===== config.mk =====
export PLATFORM = sky130hd
export DESIGN_NAME = ct_read_latch
export DESIGN_NICKNAME = d
export VERILOG_FILES = /design/src/rtl/slipstream_pkg.sv /design/src/rtl/ct_rl_satcnt.sv /design/src/rtl/ct_read_latch.sv
export SDC_FILE = /design/constraint.sdc
export NUM_CORES = 1
export LEC_CHECK = 0
export CORE_ASPECT_RATIO = 1.5
export CORE_UTILIZATION = 26
export CTS_CLUSTER_DIAMETER = 40
export DETAILED_ROUTE_END_ITERATION = 10
export GPL_TIMING_DRIVEN = 1
export PLACE_DENSITY = 0.53
export RECOVER_POWER = 50
export SLEW_MARGIN = 20
export SYNTH_ARGS = -nofsm -noshare
export SYNTH_HDL_FRONTEND = slang
export SYNTH_SLANG_ARGS = --single-unit

===== constraint.sdc =====
create_clock -name MasterClock -period 2.65 [get_ports MasterClock]
set_clock_uncertainty 0.05 [all_clocks]
set_input_delay 0.3975 -clock MasterClock [delete_from_list [all_inputs] [get_ports MasterClock]]
set_output_delay 0.3975 -clock MasterClock [all_outputs]
set_load 0.1 [all_outputs]

===== src/rtl/slipstream_pkg.sv =====
`default_nettype none
// ============================================================================
// Module  : slipstream_pkg
// Purpose : Shared types and constants for the Slipstream counter chains.
// Rev     : 1.0  initial counter readback additions
// ============================================================================
package slipstream_pkg;

  typedef enum logic [0:0] {
    CT_RL_IDLE = 1'b0,
    CT_RL_HELD = 1'b1
  } ct_rl_state_t;

  localparam logic [7:0] CT_RL_ELAPSED_MAX = 8'hFF;

  // Byte-select width; a single-byte counter still carries a 1-bit select.
  function automatic int ct_rl_aw(input int nb);
    return (nb > 1) ? $clog2(nb) : 1;
  endfunction

endpackage
`default_nettype wire


===== src/rtl/ct_rl_satcnt.sv =====
`default_nettype none
// ============================================================================
// Module  : ct_rl_satcnt
// Purpose : 8-bit saturating counter with synchronous clear and enable.
// Rev     : 1.0  initial
// ============================================================================
module ct_rl_satcnt
  import slipstream_pkg::*;
(
  input  logic       clk,
  input  logic       rst,
  input  logic       i_clr,
  input  logic       i_en,
  output logic [7:0] o_cnt
);

  logic [7:0] r_cnt;

  // Clear has priority over enable so a capture on a tick edge starts from zero.
  always_ff @(posedge clk) begin
    if (rst) begin
      r_cnt <= 8'h00;
    end else if (i_clr) begin
      r_cnt <= 8'h00;
    end else if (i_en && (r_cnt != CT_RL_ELAPSED_MAX)) begin
      r_cnt <= r_cnt + 8'd1;
    end
  end

  assign o_cnt = r_cnt;

endmodule
`default_nettype wire


===== src/rtl/ct_read_latch.sv =====
`default_nettype none
// ============================================================================
// Module  : ct_read_latch
// Purpose : Byte-serial CPU readback of a running counter with a coherent
//           snapshot taken on the low-byte read and a staleness count.
// Rev     : 1.0  initial
// ============================================================================
module ct_read_latch
  import slipstream_pkg::*;
#(
  parameter  int WIDTH = 16,
  localparam int NB    = WIDTH / 8,
  localparam int AW    = ct_rl_aw(WIDTH / 8)
) (
  input  logic             MasterClock,
  input  logic             RESET,
  input  logic [WIDTH-1:0] CT_VAL,
  input  logic             CT_TICK,
  input  logic             RD,
  input  logic [AW-1:0]    RA,
  output logic [7:0]       DOUT,
  output logic             HELD,
  output logic [7:0]       ELAPSED
);

  ct_rl_state_t     r_state;
  logic [WIDTH-1:0] r_snap;
  logic [7:0]       r_dout;

  logic [7:0]       w_live_byte;
  logic [7:0]       w_snap_byte;
  logic             w_ra_valid;
  logic             w_ra_zero;
  logic             w_ra_top;
  logic             w_capture;
  logic             w_tick_held;

  // Out-of-range selects (non-power-of-two byte counts) match no byte.
  always_comb begin
    w_live_byte = 8'h00;
    w_snap_byte = 8'h00;
    w_ra_valid  = 1'b0;
    for (int i = 0; i < NB; i++) begin
      if (RA == AW'(i)) begin
        w_live_byte = CT_VAL[i*8 +: 8];
        w_snap_byte = r_snap[i*8 +: 8];
        w_ra_valid  = 1'b1;
      end
    end
  end

  assign w_ra_zero   = (RA == '0);
  assign w_ra_top    = (RA == AW'(NB - 1));
  assign w_capture   = RD && w_ra_zero;
  assign w_tick_held = CT_TICK && (r_state == CT_RL_HELD);

  always_ff @(posedge MasterClock) begin
    if (RESET) begin
      r_state <= CT_RL_IDLE;
      r_dout  <= 8'h00;
      r_snap  <= '0;
    end else if (RD) begin
      if (!w_ra_valid) begin
        r_dout <= 8'h00;
      end else if (w_ra_zero) begin
        // Snapshot and low byte come from the same edge, so later bytes match.
        r_snap  <= CT_VAL;
        r_dout  <= CT_VAL[7:0];
        r_state <= (NB > 1) ? CT_RL_HELD : CT_RL_IDLE;
      end else if (r_state == CT_RL_IDLE) begin
        r_dout <= w_live_byte;
      end else begin
        r_dout <= w_snap_byte;
        if (w_ra_top) begin
          r_state <= CT_RL_IDLE;
        end
      end
    end
  end

  ct_rl_satcnt u_elapsed (
    .clk   (MasterClock),
    .rst   (RESET),
    .i_clr (w_capture),
    .i_en  (w_tick_held),
    .o_cnt (ELAPSED)
  );

  assign DOUT = r_dout;
  assign HELD = (r_state == CT_RL_HELD);

endmodule
`default_nettype wire


==> results.sh <==
export IMPL_status="finished with violations"
export IMPL_violations="DRC"
export IMPL_period_share_pct=78.6
export IMPL_core_area_mm2=0.00428
export IMPL_cts_buffer_depth=2
export IMPL_p_seq_share_pct=50.4
export IMPL_seq_area_frac_synth_pct=42.3
export IMPL_post_cts_buffers=0
export IMPL_ios=38
export IMPL_die_area_mm2=0.00483
export IMPL_synth_cell_type_count=29
export IMPL_rr_startpoint="HELD$_SDFFE_PP0P_"
export IMPL_yosys_most_used_dff="dfxtp_1"
export IMPL_p_leak_nw=0.543
export IMPL_drt_total_wl_um=2950
export IMPL_die_h_um=84.6
export IMPL_dp_hpwl_um=2290
export IMPL_reg2reg_slack_ns=0.90
export IMPL_max_slew_margin_pct=22.2
export IMPL_viasPerCell=5.13
export IMPL_route_detailed_drc=4
export IMPL_setup_viol=0
export IMPL_fin_setup_tns_ns=0
export IMPL_portBuffers=37
export IMPL_yosys_cell_count_top_type="nand2_1"
export IMPL_grtUsageTotal_pct=12.7
export IMPL_syn_nets=163
export IMPL_vias=1123
export IMPL_synth_edff_count=0
export IMPL_synth_top_cell_by_area="dfxtp_1"
export IMPL_htreeDepth=1
export IMPL_critPathTopFamily="buffers and inverters"
export IMPL_clock_latency_ns=0.27
export IMPL_drive_above_1_share_pct=6.94
export IMPL_p_int_mw=0.554
export IMPL_synth_area_mm2=0.00118
export IMPL_ant_nets=0
export IMPL_critPathSlowestCell="clkbuf_1"
export IMPL_peakVddDrop_uv=209
export IMPL_die_w_um=57.1
export IMPL_antenna_found_initial=0
export IMPL_cts_tree="done"
export IMPL_grt_overflow=0
export IMPL_p_per_area_mw_per_mm2=531
export IMPL_maxSlewViolCount=0
export IMPL_crit_end="ELAPSED[6]"
export IMPL_startpoint="u_elapsed.o_cnt[6]$_SDFFE_PP0P_"
export IMPL_worstSetupStartpointType="flop"
export IMPL_rsz0062_at_grt="false"
export IMPL_cp_arrival_ns=1.63
export IMPL_cts_clk_slew_worst_paths_ns=0.08
export IMPL_worstPathCellList="clkbuf_1"
export IMPL_clock_tree_root_cell="clkbuf_8"
export IMPL_worstHoldPathCells=2
export IMPL_finalHoldViolations=0
export IMPL_reg2reg_depth=4
export IMPL_diodes=0
export IMPL_wl_per_cell_um=13.5
export IMPL_crit_fanout=7
export IMPL_required_ns=2.20
export IMPL_async_flop_share_pct=0
export IMPL_rows=29
export IMPL_gp_congestion=0.779
export IMPL_start_util_pct=27.6
export IMPL_path_depth=1
export IMPL_reg2reg_to="u_elapsed.o_cnt[7]$_SDFFE_PP0P_"
export IMPL_swShare_pct=31.0
export IMPL_first_iter_violations=26
export IMPL_synth_top_area_share_pct=42.3
export IMPL_drt_pass1_iterations=7
export IMPL_final_area_mm2=0.00151
export IMPL_period_minus_slack_ns=2.08
export IMPL_worst_pin_slew_ns=1.17
export IMPL_place_area_mm2=0.00152
export IMPL_pwr_share_clk_pct=28.0
export IMPL_p_switching_mw=0.249
export IMPL_max_clock_freq_mhz=480
export IMPL_critPathMaxStageDelay_ns=0.89
export IMPL_synth_area_per_cell_um2=8.39
export IMPL_netlist_instances=141
export IMPL_cts_sinks=25
export IMPL_grt_max_degree=18
export IMPL_ys_top_cells_by_area="dfxtp_1 42%, nand2_1 8.6%, mux2i_1 8.5%"
export IMPL_cts_hold_buf=0
export IMPL_nNetsFinal=196
export IMPL_worstSetupPathType="reg2out"
export IMPL_yosysWarnings=0
export IMPL_combPwrFrac_pct=21.6
export IMPL_syn2layout_area_growth_pct=27.8
export IMPL_end_kind="output port"
export IMPL_hold_path_class="reg2reg"
export IMPL_synth_common_cells="27 x nand2_1, 25 x dfxtp_1, 12 x nand2b_1, 10 x a21oi_1, 10 x mux2i_1"
export IMPL_maxCapViolCount=0
export IMPL_grt_pass1_wl_um=4750
export IMPL_ctsResizeCount=0
export IMPL_cp_num_buf_inv=1
export IMPL_grt_pass1_vias=1042
export IMPL_cts_made_buffers=3
export IMPL_ys_seq_elements=25
-- state kept, by name, indices dropped and copies added, names as in the netlist --
| signal | count |
|---|---|
| DOUT | 8 |
| HELD | 1 |
| r_snap | 8 |
| u_elapsed.o_cnt | 8 |
-- power groups by stage --
stage | clock (mW) | sequential [mW] | combinational, mW
6_report | 0.225 | 0.404 | 0.173
3_3_place_gp | 0 | 0.413 | 0.183
4_1_cts | 0.231 | 0.405 | 0.184
5_1_grt | 0.246 | 0.407 | 0.184
2_1_floorplan | 0 | 0.481 | 0.0572
3_5_place_dp | 0 | 0.414 | 0.184
-- how the worst min path moves through the flow --
| stage | startpoint | endpoint | slack [ns] |
|---|---|---|---|
| after floorplan | r_snap[10]$_SDFFE_PP0P_ | r_snap[10]$_SDFFE_PP0P_ | 0.39 |
| after global placement | r_snap[9]$_SDFFE_PP0P_ | r_snap[9]$_SDFFE_PP0P_ | 0.40 |
| after detailed placement | r_snap[9]$_SDFFE_PP0P_ | r_snap[9]$_SDFFE_PP0P_ | 0.41 |
| after CTS | r_snap[9]$_SDFFE_PP0P_ | r_snap[9]$_SDFFE_PP0P_ | 0.42 |
| after global routing | r_snap[13]$_SDFFE_PP0P_ | r_snap[13]$_SDFFE_PP0P_ | 0.44 |
| final | r_snap[8]$_SDFFE_PP0P_ | r_snap[8]$_SDFFE_PP0P_ | 0.41 |
-- routing by layer --
layer	vias up	wire length, µm	GRT usage, %
li1	554	-	-
met1	526	1220	13.9
met2	36	1530	23.6
met3	7	131	1.54
met4	0	65	5.99
met5	-	0	0
-- per-stage QoR --
step	power [mW]	hold slack (ns)	cells	utilization (%)	setup slack, ns
after floorplan	0.538	0.386	141	-	0.541
after global placement	0.596	0.396	215	35.6	0.625
after detailed placement	0.598	0.406	215	35.6	0.600
after CTS	0.820	0.418	219	36.6	0.765
after global routing	0.837	0.435	219	35.3	0.540
final	0.803	0.414	219	35.3	0.568
-- cell type report --
cell class,count,area [µm²]
repair buffers,39,287
flip-flops and latches,25,500
clock buffers,4,45.0
fillers,480,2770
well taps,46,57.6
multi-input cells,104,619
inverters,1,3.75
-- logic make-up after synthesis --
logic type	share of synthesized area, %
and+or+nand+nor	23.7
adders and majority gates	1.06
DFF	42.3
muxes	8.46
xor gates and xnor gates	1.48
AOI/OAI and AO/OA	17.7
buffers and inverters	5.39
-- cells in the final DEF (no fill, tap or decap), types with 2 or more instances in the layout --
cell / synthesis / final
buf_4: 2 / 4
nand2_1: 27 / 27
clkbuf_8: 0 / 3
nand3_1: 2 / 2
xor2_1: 2 / 2
nand2b_1: 12 / 12
mux2i_1: 10 / 10
nor3_2: 2 / 2
nor2_1: 7 / 7
dfxtp_1: 25 / 25
nand4_1: 2 / 2
o22ai_1: 8 / 8
clkbuf_1: 5 / 16
a21oi_1: 10 / 10
a31oi_1: 3 / 3
o21ai_0: 0 / 4
o21ai_1: 8 / 4
clkdlybuf4s50_1: 0 / 19
No activity file was read; power rests on OpenSTA's default activity.
